===== config.mk =====
export PLATFORM = sky130hd
export DESIGN_NAME = traffic_conflict_monitor
export DESIGN_NICKNAME = d
export VERILOG_FILES = /design/src/rtl/traffic_pkg.sv /design/src/rtl/light_phase_tracker.sv /design/src/rtl/traffic_conflict_monitor.sv
export SDC_FILE = /design/constraint.sdc
export NUM_CORES = 1
export LEC_CHECK = 0
export CORE_ASPECT_RATIO = 0.8
export CORE_UTILIZATION = 30
export CTS_CLUSTER_DIAMETER = 50
export DETAILED_ROUTE_END_ITERATION = 6
export GPL_TIMING_DRIVEN = 0
export HOLD_SLACK_MARGIN = 0.1
export PLACE_DENSITY = 0.52
export SYNTH_ARGS = -nofsm -noshare
export SYNTH_HDL_FRONTEND = slang
export SYNTH_SLANG_ARGS = --single-unit

===== constraint.sdc =====
create_clock -name clk -period 2.9 [get_ports clk]
set_input_delay 0.58 -clock clk [delete_from_list [all_inputs] [get_ports clk]]
set_output_delay 0.58 -clock clk [all_outputs]
set_load 0.03 [all_outputs]

===== src/rtl/traffic_pkg.sv =====
// Shared lamp codes, fault codes and monitor state encoding for the traffic safety stage.
package traffic_pkg;

    localparam logic [2:0] LT_RED = 3'b100;
    localparam logic [2:0] LT_YEL = 3'b010;
    localparam logic [2:0] LT_GRN = 3'b001;
    localparam logic [2:0] LT_OFF = 3'b000;

    localparam logic [2:0] F_NONE      = 3'd0;
    localparam logic [2:0] F_ILLEGAL   = 3'd1;
    localparam logic [2:0] F_CONFLICT  = 3'd2;
    localparam logic [2:0] F_SKIP_YEL  = 3'd3;
    localparam logic [2:0] F_SHORT_YEL = 3'd4;

    localparam int unsigned NumRoads = 4;

    typedef enum logic [1:0] {
        StMonitor = 2'd0,
        StFault   = 2'd1,
        StRecover = 2'd2
    } mon_state_e;

    // A road is "active" when it shows green or yellow, i.e. traffic may still be moving.
    function automatic logic lamp_active(input logic [2:0] code);
        return (code == LT_GRN) || (code == LT_YEL);
    endfunction

endpackage


===== src/rtl/light_phase_tracker.sv =====
// Per-road lamp history: flags illegal codes, out-of-order phase changes and short yellows.
module light_phase_tracker
    import traffic_pkg::*;
#(
    parameter int unsigned YEL_MIN = 3
) (
    input  logic       clk_i,
    input  logic       rst_ni,
    input  logic [2:0] code_i,
    input  logic       hist_clr_i,
    output logic       illegal_o,
    output logic       seq_err_o,
    output logic       short_yel_o
);

    localparam int unsigned CntW = $clog2(YEL_MIN) + 1;

    logic [2:0]      prev_q, prev_d;
    logic [CntW-1:0] ycnt_q, ycnt_d;

    always_comb begin
        illegal_o   = !(code_i inside {LT_RED, LT_YEL, LT_GRN});
        seq_err_o   = ((prev_q == LT_GRN) && (code_i == LT_RED)) ||
                      ((prev_q == LT_RED) && (code_i == LT_YEL)) ||
                      ((prev_q == LT_YEL) && (code_i == LT_GRN));
        short_yel_o = (prev_q == LT_YEL) && (code_i == LT_RED) &&
                      (ycnt_q < CntW'(YEL_MIN));
    end

    always_comb begin
        prev_d = code_i;
        ycnt_d = '0;
        if (code_i == LT_YEL) begin
            ycnt_d = (ycnt_q >= CntW'(YEL_MIN)) ? ycnt_q : ycnt_q + 1'b1;
        end
        if (hist_clr_i) begin
            prev_d = LT_RED;
            ycnt_d = '0;
        end
    end

    always_ff @(posedge clk_i) begin
        if (!rst_ni) begin
            prev_q <= LT_RED;
            ycnt_q <= '0;
        end else begin
            prev_q <= prev_d;
            ycnt_q <= ycnt_d;
        end
    end

endmodule


===== src/rtl/traffic_conflict_monitor.sv =====
// Safety stage between the light controller and lamp drivers: passes legal lamp codes with one
// cycle of latency, and on any violation latches a fault and flashes red until a verified clear.
module traffic_conflict_monitor
    import traffic_pkg::*;
#(
    parameter int unsigned YEL_MIN    = 3,
    parameter int unsigned FLASH_HALF = 1,
    parameter int unsigned CLR_HOLD   = 5
) (
    input  logic       clk,
    input  logic       rst,
    input  logic [2:0] light_M1,
    input  logic [2:0] light_M2,
    input  logic [2:0] light_MT,
    input  logic [2:0] light_S,
    input  logic       fault_clr,
    output logic [2:0] out_M1,
    output logic [2:0] out_M2,
    output logic [2:0] out_MT,
    output logic [2:0] out_S,
    output logic       fault,
    output logic [2:0] fault_code
);

    localparam int unsigned FlW   = $clog2(FLASH_HALF) + 1;
    localparam int unsigned HoldW = $clog2(CLR_HOLD) + 1;

    mon_state_e state_q, state_d;

    logic [NumRoads-1:0][2:0] lamp_in;
    logic [NumRoads-1:0][2:0] out_q, out_d;
    logic [2:0]               fault_code_q, fault_code_d;
    logic [HoldW-1:0]         hold_q, hold_d;
    logic [FlW-1:0]           flash_cnt_q, flash_cnt_d;
    logic                     flash_red_q, flash_red_d;

    logic [NumRoads-1:0] illegal, seq_err, short_yel;
    logic                conflict, violation, all_red, hold_done, hist_clr;
    logic [2:0]          viol_code;

    // Index 0..3 = M1, M2, MT, S
    assign lamp_in = {light_S, light_MT, light_M2, light_M1};

    for (genvar i = 0; i < NumRoads; i++) begin : gen_road
        light_phase_tracker #(
            .YEL_MIN(YEL_MIN)
        ) u_tracker (
            .clk_i      (clk),
            .rst_ni     (rst),
            .code_i     (lamp_in[i]),
            .hist_clr_i (hist_clr),
            .illegal_o  (illegal[i]),
            .seq_err_o  (seq_err[i]),
            .short_yel_o(short_yel[i])
        );
    end

    always_comb begin
        conflict = (lamp_active(light_S) &&
                    (lamp_active(light_M1) || lamp_active(light_M2) || lamp_active(light_MT))) ||
                   (lamp_active(light_MT) && lamp_active(light_M2));

        // Lowest code wins when several violations coincide
        if (|illegal) begin
            viol_code = F_ILLEGAL;
        end else if (conflict) begin
            viol_code = F_CONFLICT;
        end else if (|seq_err) begin
            viol_code = F_SKIP_YEL;
        end else if (|short_yel) begin
            viol_code = F_SHORT_YEL;
        end else begin
            viol_code = F_NONE;
        end
        violation = (viol_code != F_NONE);
        all_red   = (lamp_in == {NumRoads{LT_RED}});
        hold_done = (hold_q == HoldW'(CLR_HOLD));
    end

    always_ff @(posedge clk) begin
        if (!rst) begin
            state_q <= StMonitor;
        end else begin
            state_q <= state_d;
        end
    end

    always_comb begin
        state_d = state_q;
        unique case (state_q)
            StMonitor: if (violation) state_d = StFault;
            StFault:   if (fault_clr) state_d = StRecover;
            StRecover: if (hold_done) state_d = StMonitor;
            default:   state_d = StMonitor;
        endcase
    end

    always_comb begin
        out_d        = out_q;
        fault_code_d = fault_code_q;
        hold_d       = hold_q;
        flash_cnt_d  = flash_cnt_q;
        flash_red_d  = flash_red_q;
        hist_clr     = 1'b0;
        unique case (state_q)
            StMonitor: begin
                if (violation) begin
                    fault_code_d = viol_code;
                    out_d        = {NumRoads{LT_RED}};
                    flash_cnt_d  = '0;
                    flash_red_d  = 1'b1;
                end else begin
                    out_d = lamp_in;
                end
            end
            StFault: begin
                if (fault_clr) begin
                    out_d  = {NumRoads{LT_RED}};
                    hold_d = '0;
                end else begin
                    if (flash_cnt_q == FlW'(FLASH_HALF - 1)) begin
                        flash_cnt_d = '0;
                        flash_red_d = !flash_red_q;
                    end else begin
                        flash_cnt_d = flash_cnt_q + 1'b1;
                    end
                    out_d = flash_red_d ? {NumRoads{LT_RED}} : {NumRoads{LT_OFF}};
                end
            end
            StRecover: begin
                out_d = {NumRoads{LT_RED}};
                if (hold_done) begin
                    fault_code_d = F_NONE;
                    hold_d       = '0;
                    hist_clr     = 1'b1;
                end else begin
                    hold_d = all_red ? hold_q + 1'b1 : '0;
                end
            end
            default: out_d = {NumRoads{LT_RED}};
        endcase
    end

    always_ff @(posedge clk) begin
        if (!rst) begin
            out_q        <= {NumRoads{LT_RED}};
            fault_code_q <= F_NONE;
            hold_q       <= '0;
            flash_cnt_q  <= '0;
            flash_red_q  <= 1'b1;
        end else begin
            out_q        <= out_d;
            fault_code_q <= fault_code_d;
            hold_q       <= hold_d;
            flash_cnt_q  <= flash_cnt_d;
            flash_red_q  <= flash_red_d;
        end
    end

    assign out_M1     = out_q[0];
    assign out_M2     = out_q[1];
    assign out_MT     = out_q[2];
    assign out_S      = out_q[3];
    assign fault      = (state_q != StMonitor);
    assign fault_code = fault_code_q;

endmodule


-- Word level (Yosys, flattened, before mapping)
Cells that the tools add are included.
Widths: inputs -> output; s select.
- mux-type cells: 31
- bitwise operators: 5
- equal/unequal tests: 32
- reductions and logical operators: 64
- add/subtract/negate cells: 6
- divide/modulo/power cells: 0
- $lt $le $gt $ge: 8
- shifts and indexed selects: 0
- multipliers: 0
- operator list (operator ; number):
    $mux 12 ; 3
    $eq 3x1->1 const B ; 8
    $eq 3x2->1 const B ; 8
    $eq 3x3->1 const B ; 8
    $pmux 12 s2 ; 1
    $logic_and 1x1->1 ; 22
    $mux 3 ; 6
    $logic_or 1x1->1 ; 15
    $reduce_bool 3->1 ; 5
    $add 3x1->3 const B ; 4
    $eq 12x12->1 const B ; 1
    $ge 3x2->1 const B ; 4
    $lt 3x2->1 const B ; 4
    $mux 4 ; 3
    $reduce_or 3->1 ; 4
    $reduce_or 4->1 ; 3
    $mux 1 ; 10
    $reduce_and 3->1 ; 3
    $ne 2x2->1 const B ; 4
    $pmux 4 s2 ; 1
    $reduce_bool 2->1 ; 4
    $mux 2 ; 3
    $pmux 2 s3 ; 1
    $pmux 3 s2 ; 1
    other kinds (11) ; 20
- memories: 0
- output and inout port bits: 16
- RAM bits: 0
- register bits: 47
- word-level logic and storage cells: 163
- input bits: 15
- latch bits: 0
- bits in read-only memories: 0

-- Longest topological paths before layout
- depth in word-level cells: 11
- gate-level depth with buffers: 9
- mapped depth without buffers: 8

-- Modules after synthesis
Synthesis repeated with hierarchy kept, for this count alone.
- cell total of the unflattened synthesis: 272
- area, all modules: 2364.8 µm²
- by module, submodules not included (module ; seq. area each (µm²) ; area each (µm²) ; instances ; cells an instance):
    light_phase_tracker ; 120.1 ; 315.3 ; 4 ; 37
    traffic_conflict_monitor ; 440.4 ; 1103.6 ; 1 ; 124

-- Worst setup path before layout
No wires, ideal clock.
- path type: input -> register
- start point: input light_S[1]
- end point: register out_q (netlist bit out_M1[0])
- arrival time: 2066 ps
- library setup time: 115 ps
- path buffers: 1
- required time: 2785 ps
- path slack: 719 ps
- cell stages on the path: 7
- cells stage by stage: buf_6 or4b_4 a2111oi_2 a31oi_1 and3_4 and4b_4 and2_1
- longest elaborated chain between the ends: 11
- elaborated cells between the ends (all ways): 25
- classes of those cells: eq/ne: 3; mux: 6; reduce/logical: 16
- RTL lines (what ; line ; text):
    start: declaration ; traffic_conflict_monitor.sv:15 ; input logic [2:0] light_S,
    $eq 3x3->1 / $eq 3x2->1 (equally long branches) ; -- ;
    $logic_and 1x1->1, on equally long branches ; light_phase_tracker.sv:26, light_phase_tracker.sv:23, light_phase_tracker.sv:24 ;
    $logic_and 1x1->1 / $logic_or 1x1->1 (equally long branches) ; light_phase_tracker.sv:26, light_phase_tracker.sv:23 ;
    $reduce_or 4->1 / $logic_or 1x1->1 (equally long branches) ; traffic_conflict_monitor.sv:70, light_phase_tracker.sv:24 ;
    $mux 3 / $reduce_or 4->1 (equally long branches) ; traffic_conflict_monitor.sv:70, traffic_conflict_monitor.sv:68 ;
    $mux 3 ; traffic_conflict_monitor.sv:68 ; end else if (|seq_err) begin
    $mux 3 ; traffic_conflict_monitor.sv:66 ; end else if (conflict) begin
    $mux 3 * ; traffic_conflict_monitor.sv:64 ; if (|illegal) begin
    $reduce_bool 3->1 * ; traffic_conflict_monitor.sv:75 ; violation = (viol_code != F_NONE);
    $mux 12 * ; traffic_conflict_monitor.sv:107 ; if (violation) begin
    $pmux 12 s2 * ; traffic_conflict_monitor.sv:105 ; unique case (state_q)
    end signal: assignment ; traffic_conflict_monitor.sv:146 ; out_q <= {NumRoads{LT_RED}};
    end signal: assignment ; traffic_conflict_monitor.sv:152 ; out_q <= out_d;
    end: declaration ; traffic_conflict_monitor.sv:31 ; logic [NumRoads-1:0][2:0] out_q, out_d;
Every way passes the cells marked *; elsewhere a longest branch is shown, timed or not.
A chain may end at the register's enable or synchronous reset.

-- Worst setup path after layout
- start point: input light_S[2]
- end point: register flash_red_q
- longest elaborated chain between the ends: 11
- elaborated cells between the ends (all ways): 25
- classes of those cells: eq/ne: 4; mux: 4; reduce/logical: 17
- RTL lines (what ; line ; text):
    $eq 3x3->1 / $eq 3x2->1 (equally long branches) ; -- ;
    $logic_and 1x1->1, on equally long branches ; light_phase_tracker.sv:26, light_phase_tracker.sv:23, light_phase_tracker.sv:24 ;
    $logic_and 1x1->1 / $logic_or 1x1->1 (equally long branches) ; light_phase_tracker.sv:26, light_phase_tracker.sv:23 ;
    $reduce_or 4->1 / $logic_or 1x1->1 (equally long branches) ; traffic_conflict_monitor.sv:70, light_phase_tracker.sv:24 ;
    $mux 3 / $reduce_or 4->1 (equally long branches) ; traffic_conflict_monitor.sv:70, traffic_conflict_monitor.sv:68 ;
    $mux 3 ; traffic_conflict_monitor.sv:68 ;
    $mux 3 ; traffic_conflict_monitor.sv:66 ;
    $mux 3 * ; traffic_conflict_monitor.sv:64 ;
    $reduce_bool 3->1 * ; traffic_conflict_monitor.sv:75 ;
    $ne 2x2->1 (no line) * ; -- ;
    $reduce_and 3->1 (no line) * ; -- ;
    end signal: assignment ; traffic_conflict_monitor.sv:156 ; flash_red_q <= flash_red_d;
    end: declaration ; traffic_conflict_monitor.sv:35 ; logic flash_red_q, flash_red_d;
Marks and branches as above.

==> impl_summary.txt <==
----------------------------------------------------
[Yosys]
  Area fraction in compound gates after synthesis ... 0.167
  Syn Area/Cell ... 8.87 µm²
  Netlist area before placement ... between 2000 and 2500 µm²
  Top flip-flop cell by instance count after synthesis ... dfxtp_1
  Async set-reset flop share out of synthesis ... 0
  Post-Synthesis Cells ... roughly 260
  Main combinational cell family by area after synthesis ... simple AND/OR/NAND/NOR gates
  Simple logic cell fraction of the synthesized area ... 0.318
  Post-Synth Adder-Cell Area ... 0.0540
  Multiplexer share of the synthesized area ... 0
  Post-Synth XOR/XNOR Area ... 0.0227
  Proportion of synthesized chip area in sequential cells ... 0.398
  Number of flops mapped to enable cells by yosys ... 0
  Flops & latches, synth ... 46
  Post-Synthesis Net Count ... around 290
  Number of unique standard cell types used by synthesis ... 54
  Yosys Warn Count ... 0

[Global routing]
  Total Routing Usage GR ... 0.143
  Largest net degree at the start of global routing ... 16
  Number of antenna violations at the first check in global routing ... 0
  Aggregate global routing overflow ... 0
  First-pass GRT wire length ... around 8800 µm
  Number of global-route vias before repair ... between 1500 and 2000

[Placed design]
  Detail Placement HPWL ... 3880 µm
  Number of buffers inserted by port buffering ... 24
  Placer Congestion ... roughly 0.76
  Worst slack, placed ... 0.0656 ns

[Final layout]
  Most common cell after layout, fill and taps aside ... dfxtp_1
  Nets ... roughly 320
  Layout area overhead ... 21.0%
  Final core area utilization ... 0.377
  Count of inserted antenna diode cells ... 0
  Share of post-route cells with drive strength above 1 ... 0.0819
  Highest-count cells in the layout ignoring fill and taps ... dfxtp_1 (46), nor2_1 (29), clkdlybuf4s50_1 (24), a21oi_1 (14), nand2_1 (13)

[Floorplanning]
  IO Count ... 31
  Die Area ... around 8100 µm²
  Starting utilization of the core area ... 0.312
  Core Area ... 7430 µm²
  Horizontal die dimension ... 100 µm
  Core Rows ... 28
  Die extent in y ... between 80 and 90 µm

[STA]
  Setup repair after global routing missed its margin ... false
  Final period util ... 0.876
  Setup slack after layout ... around 0.36 ns
  Max Clock Freq ... 0.393 GHz
  Final setup vio count ... 0
  Slew at the pin closest to its max-slew limit ... around 0.47 ns
  Max transition margin ... 0.685
  Worst Clk Skew ... approximately 0.0063 ns
  Fin. Hold Viols ... 0
  Minimum clock period after layout ... 2.54 ns
  Hold slack ... 0.504 ns
  Total Neg Setup Slack ... 0 ns
  Max-slew violation count ... 0

[Clocking]
  Clock insertion delay at the later pin of the skew report ... 0.30 ns
  CTS root buf ... clkbuf_8
  Number of CTS-inserted buffers ... 5
  Post-CTS Repair Setup Buffers ... 0
  Sink Count ... 46
  Number of levels in the clock H-tree ... 2
  Number of instances resized during post-cts repair ... 0
  Clock buffer depth ... 2
  Clock input transition at the sequential cells of the worst setup and hold paths ... 0.09 ns
  Clock tree from TritonCTS ... built
  CTS Hold Buffers Added ... 0

[Setup path]
  Critical path's top delay family ... simple AND/OR/NAND/NOR gates
  Category of the worst setup path launch point ... primary input
  Cell with the largest stage delay on the worst path ... clkdlybuf4s50_1
  Count of buffer and inverter cells on the critical path ... 2
  CP most frequent cell ... and4_1
  Critical path arrival ... around 2.7 ns
  Data required time at the worst endpoint ... between 3 and 4 ns
  Largest fanout on the critical path ... 10
  Type of destination of the critical path ... flop
  Worst Setup Path Type ... in -> reg
  Series of cell instances along the critical path ... clkdlybuf4s50_1 -> buf_2 -> nor3_1 -> nor4b_2 -> and4_1 -> and4_1 -> nand2_2 -> o41a_1
  Worst stage delay on the critical path ... between 0.4 and 0.5 ns

[Pwr]
  Worst IR Drop VDD ... ~0.22 mV
  Leakage power of the design ... ~1.0 nW
  Power density cells ... around 480 nW/µm²
  Power, Total ... about 1.3 mW

[Routing]
  Via Count ... just under 2000
  Detailed-route vias per instance ... just under 5
  Wire length per cell after detailed routing ... roughly 14 µm
  Number of search-and-repair iterations in the first detailed-routing pass ... 5
  Final routed wirelength across all metal layers ... around 5400 µm
  DRC viols ... 0
  Initial detailed-routing violation count ... between 100 and 150
  Count of nets left with antenna violations after detail routing ... 0

[Outcome]
  Outcome ... complete, no violations

[Worst hold path]
  HP Class ... reg -> reg

[Run]
  Number of max-cap violations ... 0

----------------------------------------------------
==> sequential cells by signal, summed over array words and instances, names as in the netlist <==
name,flops
out_M1,3
flash_red_q,1
out_S,3
hold_q,4
out_M2,3
gen_road.u_tracker.ycnt_q,12
fault_code,3
out_MT,3
state_q,2
gen_road.u_tracker.prev_q,12
==> through the flow <==
step	std cells	cell area [µm²]
2_1_floorplan	261	2320
3_3_place_gp	390	2690
3_5_place_dp	390	2690
4_1_cts	398	2800
5_1_grt	398	2800
6_report	398	2800
==> path summary, 6_finish.rpt <==
| check | depth (start not counted) | to | slack [ns] | startpoint |
|---|---|---|---|---|
| min reg2reg | 2 | hold_q[3] | 0.50 | hold_q[3] |
| max reg2reg | 6 | out_S[0] | 0.86 | gen_road[3].u_tracker.prev_q[0] |
| min | 2 | hold_q[3] | 0.50 | hold_q[3] |
| max | 8 | flash_red_q | 0.36 | light_S[2] |
==> synthesized netlist by cell type (2+ instances only) <==
library cell | number | area [µm²]
and3_1 | 9 | 56.3
xnor2_1 | 6 | 52.6
nor3_1 | 6 | 30.0
nand2b_1 | 8 | 50.1
clkbuf_1 | 4 | 15.0
nor3b_1 | 6 | 45.0
or3b_1 | 3 | 26.3
o21ai_0 | 7 | 35.0
buf_2 | 6 | 30.0
and4_1 | 2 | 17.5
inv_1 | 8 | 30.0
nor4b_1 | 2 | 17.5
o31ai_1 | 4 | 30.0
nand2_1 | 13 | 48.8
o21a_1 | 2 | 15.0
o22ai_1 | 2 | 12.5
a211oi_1 | 5 | 37.5
o21ai_1 | 3 | 15.0
o31a_1 | 4 | 35.0
and2_1 | 9 | 56.3
nor2b_1 | 3 | 18.8
dfxtp_1 | 46 | 921
ha_1 | 10 | 125
nand3_1 | 10 | 50.1
nor2_1 | 29 | 109
nand4_1 | 3 | 18.8
a21oi_1 | 14 | 70.1
a31oi_1 | 3 | 18.8
a211o_1 | 2 | 17.5
nor4bb_1 | 8 | 80.1
==> per-layer routing <==
metal / share of wire / track usage / wire length, µm
met1: 0.57 / 0.208 / 3060
met2: 0.39 / 0.207 / 2120
met3: 0.033 / 0.0331 / 179
met4: 0.0096 / 0.0391 / 52
met5: 0 / 0 / 0
==> cells by family (layout without fill, tap and decap cells) <==
| logic type | after synthesis | after routing |
|---|---|---|
| adder cells (fa/ha/maj) | 10 | 10 |
| flip-flops | 46 | 46 |
| XOR/XNOR | 6 | 6 |
| AO/OA/AOI/OAI | 56 | 56 |
| AND/OR/NAND/NOR | 123 | 123 |
| buffers and inverters | 20 | 52 |
==> worst reg2reg max path, delay by kind of cell (launching register included) <==
kind / cells / cell delay, ns
flops: 1 / 0.34
simple gates: 4 / 1.11
compound gates: 2 / 0.48
==> power by group <==
part	internal, mW	total, mW	switching, mW	leakage (nW)
sequential	0.653	0.670	0.0174	0.376
clock	0.256	0.486	0.229	0.0504
combinational	0.0784	0.175	0.0966	0.619
total	0.988	1.33	0.343	1.05
==> cell type report <==
type	count	area (µm²)
clock buffers	5	68.8
fillers	777	4630
plain buffers	12	63.8
flip-flops and latches	46	921
clock inverters	3	45.0
inverters	8	30.0
multi-input cells	195	1300
well taps	105	131
repair buffers	24	240
(Power assumes the default switching activity.)
